### src/rtl/led_frame_regs.sv
// led_frame_regs: double-buffered LED framebuffer with blink and scroll.
// Ports: clk12MHz, reset (sync, high); bus addr/wdata/wen/ren/rdata;
//   leds1..leds4 are registered column patterns, bit = 1 lights the LED.
module led_frame_regs #(
  parameter int BLINK_DIV  = 22,
  parameter int SCROLL_DIV = 21
) (
  input  logic        clk12MHz,
  input  logic        reset,
  input  logic [1:0]  addr,
  input  logic [31:0] wdata,
  input  logic        wen,
  input  logic        ren,
  output logic [31:0] rdata,
  output logic [7:0]  leds1,
  output logic [7:0]  leds2,
  output logic [7:0]  leds3,
  output logic [7:0]  leds4
);

  typedef enum logic {
    S_IDLE,
    S_PEND
  } state_t;

  state_t r_state;
  state_t w_state_nxt;

  logic [31:0]           r_front;
  logic [31:0]           r_back;
  logic [31:0]           r_mask;
  logic [3:1]            r_ctrl;
  logic [11:0]           r_frame_ctr;
  logic [7:0]            r_fcnt;
  logic [BLINK_DIV-1:0]  r_blink_ctr;
  logic                  r_phase;
  logic [SCROLL_DIV-1:0] r_scroll_ctr;
  logic [31:0]           r_leds;
  logic [31:0]           r_rdata;

  logic        w_boundary;
  logic        w_ctrl_wr;
  logic        w_swap_wr;
  logic        w_swap_go;
  logic        w_tick;
  logic        w_pending;
  logic [31:0] w_rot;
  logic [31:0] w_leds;
  logic [31:0] w_rd;

  assign w_boundary = &r_frame_ctr;
  assign w_ctrl_wr  = wen && (addr == 2'd1);
  assign w_swap_wr  = w_ctrl_wr && wdata[0];
  assign w_pending  = (r_state == S_PEND);
  assign w_tick     = r_ctrl[2] && (&r_scroll_ctr);

  // Left moves each column one slot toward col1; right the reverse.
  assign w_rot = r_ctrl[3] ? {r_front[23:0], r_front[31:24]}
                           : {r_front[7:0], r_front[31:8]};

  assign w_leds = r_front &
                  ~(r_mask & {32{r_ctrl[1] & r_phase}});

  // A SWAP written on the boundary cycle re-arms the FSM for next frame.
  always_comb begin
    w_state_nxt = r_state;
    w_swap_go   = 1'b0;
    unique case (r_state)
      S_IDLE: begin
        if (w_swap_wr) w_state_nxt = S_PEND;
      end
      S_PEND: begin
        if (w_boundary) begin
          w_swap_go = 1'b1;
          if (!w_swap_wr) w_state_nxt = S_IDLE;
        end
      end
    endcase
  end

  always_comb begin
    w_rd = 32'd0;
    unique case (addr)
      2'd0: w_rd = r_back;
      2'd1: w_rd = {28'd0, r_ctrl, w_pending};
      2'd2: w_rd = r_mask;
      2'd3: w_rd = {16'd0, r_fcnt, 6'd0, r_phase, w_pending};
    endcase
  end

  always_ff @(posedge clk12MHz) begin
    if (reset) begin
      r_state      <= S_IDLE;
      r_front      <= 32'd0;
      r_back       <= 32'd0;
      r_mask       <= 32'd0;
      r_ctrl       <= 3'd0;
      r_frame_ctr  <= 12'd0;
      r_fcnt       <= 8'd0;
      r_blink_ctr  <= '0;
      r_phase      <= 1'b0;
      r_scroll_ctr <= '0;
      r_leds       <= 32'd0;
      r_rdata      <= 32'd0;
    end else begin
      r_state     <= w_state_nxt;
      r_frame_ctr <= r_frame_ctr + 12'd1;
      r_blink_ctr <= r_blink_ctr + BLINK_DIV'(1);
      r_leds      <= w_leds;

      if (w_boundary) r_fcnt <= r_fcnt + 8'd1;
      if (&r_blink_ctr) r_phase <= ~r_phase;

      // Held at zero while disabled so re-enable starts a fresh period.
      if (r_ctrl[2]) r_scroll_ctr <= r_scroll_ctr + SCROLL_DIV'(1);
      else           r_scroll_ctr <= '0;

      // Swap beats a coincident scroll step.
      if (w_swap_go)   r_front <= r_back;
      else if (w_tick) r_front <= w_rot;

      if (wen && addr == 2'd0) r_back <= wdata;
      if (wen && addr == 2'd2) r_mask <= wdata;
      if (w_ctrl_wr)           r_ctrl <= wdata[3:1];

      if (ren) r_rdata <= w_rd;
    end
  end

  assign rdata = r_rdata;
  assign leds1 = r_leds[7:0];
  assign leds2 = r_leds[15:8];
  assign leds3 = r_leds[23:16];
  assign leds4 = r_leds[31:24];

endmodule

### config.mk
export PLATFORM = sky130hd
export DESIGN_NAME = led_frame_regs
export DESIGN_NICKNAME = d
export VERILOG_FILES = /design/src/rtl/led_frame_regs.sv
export SDC_FILE = /design/constraint.sdc
export NUM_CORES = 1
export LEC_CHECK = 0
export ABC_AREA = 0
export CORE_MARGIN = 2
export CORE_UTILIZATION = 57
export CTS_CLUSTER_DIAMETER = 30
export DETAILED_ROUTE_END_ITERATION = 10
export PLACE_DENSITY = 0.86
export SYNTH_ARGS = -nofsm -noshare
export SYNTH_HDL_FRONTEND = slang
export SYNTH_SLANG_ARGS = --single-unit
### constraint.sdc
create_clock -name clk12MHz -period 2.25 [get_ports clk12MHz]
set_input_delay 0.225 -clock clk12MHz [delete_from_list [all_inputs] [get_ports clk12MHz]]
set_output_delay 0.225 -clock clk12MHz [all_outputs]
set_load 0.1 [all_outputs]
==> metrics.txt, run 1 <==
status complete, no violations; r2r setup slk 0.09 ns; Clock Power Share 56.5%; Skew-Pair Late Insertion Delay 0.52 ns; Critical path destination r_front[13]$_SDFFE_PP0P_; Internal Power 8.21 mW; post-synth cell types 43; Final Total Pwr 10.8 mW; sequential standard cell area 4570 µm²; Post-synth top flop dfxtp_1; Die Y 134 µm; crit-path max cell delay 0.59 ns; first-pass GRT wire length 42.0 mm; final cell count without fillers 1,476; TritonCTS clock tree done; drt wl/cell 17.8 µm; final hold vios 0; Critical Path Source r_scroll_ctr[0]$_SDFF_PP0_; most common cell after layout, fill and taps aside dfxtp_1; Post-synth ARST share 0%; Filler Cells Inserted 1,186; Rows 47; DR pass1 iterations 6; Residual DRC 0; maximum clock frequency 463 MHz; Post-Synth XOR/XNOR Area 3.07%; Final ANT Viol Nets 0; Flop pwr share 38.6%; Crit path required time 2.65 ns; critical path launch point type flip-flop; YS warnings 0; area leader, netlist dfxtp_1; port bufs 101; Power Dens Cells 887 nW/µm²; Leak 4.35 nW; Initial DRC Count 681; CTS max path bufs 3; Synth Area in Simple Gates 21.5%; synthesized area per cell 8.55 µm²; layout cells sized above 1 16.4%; Setup TNS 0 ns; clock sink count 228; Compound-Gate Fraction of Synth Area 16.4%; Layout Nets 1,267; worst r2r src r_scroll_ctr[0]$_SDFF_PP0_; sequential fraction of the synthesis area 47.1%; TritonCTS Buffers 40; min Tclk post-route 2.16 ns; Starting Density 58.4%; Post-Syn Area 9690 µm²; NetSw 2.59 mW; CTS Root Cell clkbuf_16; total gr overflow 0; hold_buf cts 0; area occupied by multi-input gates 4800 µm²; Max FO, Critical Path 19; Fin Clk Skew 0.0217 ns; initial antenna violation count 0; largest cells by area after synthesis dfxtp_1, a21oi_1, nand2_1; die area 18,100 µm²; Sw Share 24.0%; post-synthesis sequential element count 228; post-CTS setup buffers 0; Slowest-stage cell, CP or4_1; Vias/cell 5.98; CP arrival 2.56 ns; synthesis-to-finish area growth 25.6%; core area 16,600 µm²; Crit. End Element flip-flop; Hold Path Class input port to flip-flop; Reg2Reg Depth 6; vias in the first global route 8,430; vias 8,829; final worst-path cycle share 96.1%; WHS 0.119 ns; top cell type's share of synthesized area 47.1%; setup repair after global routing missed its margin false; Critical R2R Capture r_front[13]$_SDFFE_PP0P_; Cells after Synth 1,134; Global Route Usage Sum 28.7%; largest net degree at the start of global routing 75; IO Pins 102; # diodes 0; Worst-Margin Slew 0.682 ns; Worst-path clk slew 0.06 ns; Worst slew margin 54.5%; Critical Path, Cell by Cell ha_1 > nand4_1 > or4_1 > buf_4 > o21ai_0 > o2bb2ai_1; Post-synth EDFFs 0; Worst VDD drop 0.000782 V; global placer's final weighted congestion 0.952; mux cell area share after synthesis 7.84%; syn_nets 1,176; Max-Cap Viols 0; H-tree lvl count 2; Adder-Cell Fraction of Synth Area 0.516%; most frequent cells in the layout dfxtp_1, a21oi_1, nand2_1; post-DP HPWL 16.9 mm; main combinational cell family by area after synthesis simple AND/OR/NAND/NOR gates; crit path kind flip-flop to flip-flop; Final Max Tran Viols 0; Comb pwr share 5.0%; DP Cell Count 1,403; die span in x 134 µm; Final setup viols 0; Total Wirelength 26.2 mm
-- worst max-delay path: cells and delay by family, from the launching register on --
family	cells	cell delay (ns)
DFF	1	0.37
AOI/OAI and AO/OA	2	0.42
and+or+nand+nor	2	0.74
adders and majority gates	1	0.25
buffers and inverters	1	0.25
-- worst min path at each step --
stage                                end                      start  depth (start not counted)  slack [ns]
4_1_cts        r_frame_ctr[6]$_SDFF_PP0_                      reset                          2         0.1
2_1_floorplan    r_mask[16]$_SDFFE_PP0P_                  wdata[16]                          2        0.36
3_5_place_dp       r_leds[28]$_SDFF_PP0_    r_mask[28]$_SDFFE_PP0P_                          1        0.44
6_report       r_frame_ctr[6]$_SDFF_PP0_                      reset                          2        0.12
5_1_grt           r_ctrl[3]$_SDFFE_PP0N_                      reset                          2        0.12
3_3_place_gp   r_blink_ctr[0]$_SDFF_PP0_  r_blink_ctr[0]$_SDFF_PP0_                          1        0.44
-- what timing repair did --
item	4_1_cts	5_1_grt
gates resized for setup	0	1
endpoints found under the hold margin	0	0
setup endpoints to repair	0	19
-- synth_stat cells, drive strengths merged, types with 2 or more instances --
cell,number
or4,8
ha,4
or4b,2
nor3,7
inv,6
nand4,17
xnor2,17
nand2b,33
or3,12
o31ai,6
nand2,154
o21ai,45
dfxtp,228
xor2,17
a211oi,10
and3,7
nand3,58
mux2,29
nor4,8
nor2,81
mux2i,41
a21oi,171
a22oi,8
and4,8
buf,9
o2bb2ai,31
o41ai,2
clkbuf,74
nor2b,26
and2,8
-- metrics by stage --
step                      instance area [µm²]  utilization [%]  setup WS (ns)
after floorplan                          9690                -          0.411
after global placement                  10800             65.1          0.255
after detailed placement                10800             65.1          0.160
after CTS                               12200             73.4          0.118
after global routing                    12200             73.4        0.00850
final                                   12200             73.4         0.0881
-- cell type report --
type                       count  area share [%]
multi-input combinational    817            39.4
inverter                       6           0.185
clock inverter                29            2.74
tap                          220            2.26
timing repair buffer         132            9.29
sequential                   228            37.5
clock buffer                  44            8.59
-- logic make-up (layout without fill, tap and decap cells) --
logic type | Yosys count | after routing
simple gates | 430 | 430
compound gates | 278 | 278
flops | 228 | 228
buf+inv | 89 | 211
mux | 71 | 71
xor+xnor | 34 | 34
fa+ha+maj | 4 | 4
-- power by group through the flow --
stage                     registers [mW]  logic (mW)  clock network (mW)
after detailed placement            4.24       0.526                   0
after global routing                4.17       0.569                6.36
after global placement              4.24       0.517                   0
after floorplan                     4.32       0.246                   0
after CTS                           4.16       0.532                6.14
final                               4.16       0.535                6.10
-- layer usage --
metal	up-vias	routed length, µm	track usage [%]
met5	-	0	0
met4	0	970	14.1
met3	82	2030	5.52
met2	406	12500	47.4
met1	4168	10800	36.1
li1	4173	-	-
-- registers in the layout, indices dropped and copies added (netlist names) --
| name | count |
|---|---|
| r_back | 32 |
| r_blink_ctr | 22 |
| r_ctrl | 3 |
| r_fcnt | 8 |
| r_frame_ctr | 12 |
| r_front | 32 |
| r_leds | 32 |
| r_mask | 32 |
| r_phase | 1 |
| r_scroll_ctr | 21 |
| r_state | 1 |
| rdata | 32 |
(Power assumes the default switching activity.)
==> run 2: changes to the inputs <==
CORE_UTILIZATION = 40   (was 57)
PLACE_DENSITY = 0.66   (was 0.86)
==> run 2 against run 1 <==
Sequential power about the same. Critical path depth unchanged. Clock skew about the same. Non-clock buffer count rose by 4. Critical path type unchanged. Total power increased by 15%. Global-route usage down 7.8 points. Setup slack improved by 0.066 ns. Fmax up 3.2%. Routed wire length up 3.9%.
==> metrics.txt, run 2 (synthesis results as in run 1) <==
final hold vios 0 (unchanged); largest net degree at the start of global routing 57 (-24%); setup repair after global routing missed its margin false; Power Dens Cells 969 nW/µm² (+9.2%); most frequent cells in the layout dfxtp_1, a21oi_1, nand2_1; Total Wirelength 27.3 mm (+3.9%); Layout Nets 1,282 (+1.2%); maximum clock frequency 477 MHz (+3.2%); Skew-Pair Late Insertion Delay 0.53 ns (about the same); Crit. End Element flip-flop; Setup TNS 0 ns (unchanged); Vias/cell 5.33 (-11%); grt met3 use 4.08% (-1.4 points); total gr overflow 0 (unchanged); min Tclk post-route 2.10 ns (-0.0664 ns); Residual DRC 0 (unchanged); clock sink count 228 (unchanged); Critical Path, Cell by Cell ha_1 > nand4_1 > or4_1 > buf_12 > o21ai_0 > o2bb2ai_1; Buf+Inv Stages, Crit Path 1 (unchanged); Slowest-stage cell, CP or4_1; Final Max Tran Viols 0 (unchanged); met1 usage 27.1% (-9.0 points); post-CTS setup buffers 0 (unchanged); TritonCTS clock tree done; Initial DRC Count 645 (-5.3%); Die Y 160 µm (+19%); vias in the first global route 8,489 (+0.70%); cell family with most CP delay simple AND/OR/NAND/NOR gates; Max-Cap Viols 0 (unchanged); Worst slew margin 45.4% (-9.2 points); core area 23,600 µm² (+42%); Hold Path Class input port to flip-flop; crit path kind flip-flop to flip-flop; Crit path required time 2.65 ns (about the same); crit-path max cell delay 0.56 ns (-0.03 ns); Max FO, Critical Path 35 (+16); Fin Clk Skew 0.0214 ns (-0.000292 ns); post-CTS sizing 0 (unchanged); Worst-Margin Slew 0.819 ns (+0.137 ns); final worst-path cycle share 93.1% (-3.0 points); CTS Root Cell clkbuf_16; post-DP HPWL 18.3 mm (+8.2%); Worst VDD drop 0.000836 V (+7.0%); Final ANT Viol Nets 0 (unchanged); CP arrival 2.50 ns (-0.06 ns); most common cell after layout, fill and taps aside dfxtp_1; die span in x 160 µm (+19%); met2 Usage GRT 34.9% (-12 points); die area 25,500 µm² (+41%); TritonCTS Buffers 51 (+28%); Rows 56 (+19%); global placer's final weighted congestion 0.869 (-8.7%); Leak 4.59 nW (+5.5%); Final setup viols 0 (unchanged); initial antenna violation count 0 (unchanged); Worst-path clk slew 0.05 ns (about the same); hold_buf cts 0 (unchanged); IO Pins 102 (unchanged); layout cells sized above 1 17.6% (+1.1 points); CTS max path bufs 3 (unchanged); Final Total Pwr 12.4 mW (+15%); drt wl/cell 17.0 µm (-4.2%); Global Route Usage Sum 20.9% (-7.8 points); vias 8,541 (-3.3%); critical path launch point type flip-flop; first-pass GRT wire length 44.0 mm (+4.8%); H-tree lvl count 2 (unchanged); Top Usage Layer GRT met2; Starting Density 41.0% (-17 points); DR pass1 iterations 5 (-1); status complete, no violations; # diodes 0 (unchanged); port bufs 101 (unchanged); synthesis-to-finish area growth 32.0%
[run 2: path summary, 6_finish.rpt]
kind                                                  to  slack [ns]                       start  depth (start not counted)
worst max-delay path            r_front[14]$_SDFFE_PP0P_        0.15  r_scroll_ctr[0]$_SDFF_PP0_                          6
worst min-delay path              r_ctrl[1]$_SDFFE_PP0N_        0.11                       reset                          2
worst max register to register  r_front[14]$_SDFFE_PP0P_        0.15  r_scroll_ctr[0]$_SDFF_PP0_                          6
worst min register to register     r_leds[19]$_SDFF_PP0_        0.45     r_mask[19]$_SDFFE_PP0P_                          1
[run 2: layer usage]
| metal | up-vias | routed length, µm |
|---|---|---|
| met3 | 51 | 1530 |
| met2 | 242 | 12900 |
| met1 | 4046 | 12200 |
| li1 | 4202 | - |
| met5 | - | 0 |
| met4 | 0 | 617 |
[run 2: report_power, final]
part,total (mW),switching [mW],internal [mW]
Combinational,0.549,0.347,0.202
Clock,7.67,2.26,5.41
Sequential,4.17,0.0572,4.12
Total,12.4,2.67,9.73
[run 2: area by class of cell]
class | count | area [µm²]
fillers | 2159 | 10800
flip-flops and latches | 228 | 4570
repair buffers | 136 | 1200
clock buffers | 69 | 1460
inverters | 6 | 22.5
well taps | 319 | 399
clock inverters | 26 | 353
multi-input cells | 817 | 4800
[run 2: stage by stage]
step                      utilization (%)  worst slack, ns  std cells  hold slack (ns)  cell area (µm²)
after CTS                            54.2            0.168       1601           0.0903            12800
final                                54.2            0.155       1601            0.113            12800
after floorplan                         -            0.411       1134            0.361             9690
after global routing                 54.2           0.0592       1601            0.102            12800
after detailed placement             46.5            0.205       1506            0.453            11000
after global placement               46.5            0.231       1506            0.438            11000
[run 2: worst register-to-register path: cells and delay by family (launching register included)]
| kind | cells | cell delay (ns) |
|---|---|---|
| and+or+nand+nor | 2 | 0.68 |
| AOI/OAI and AO/OA | 2 | 0.50 |
| DFF | 1 | 0.36 |
| adders and majority gates | 1 | 0.23 |
| buffers and inverters | 1 | 0.20 |
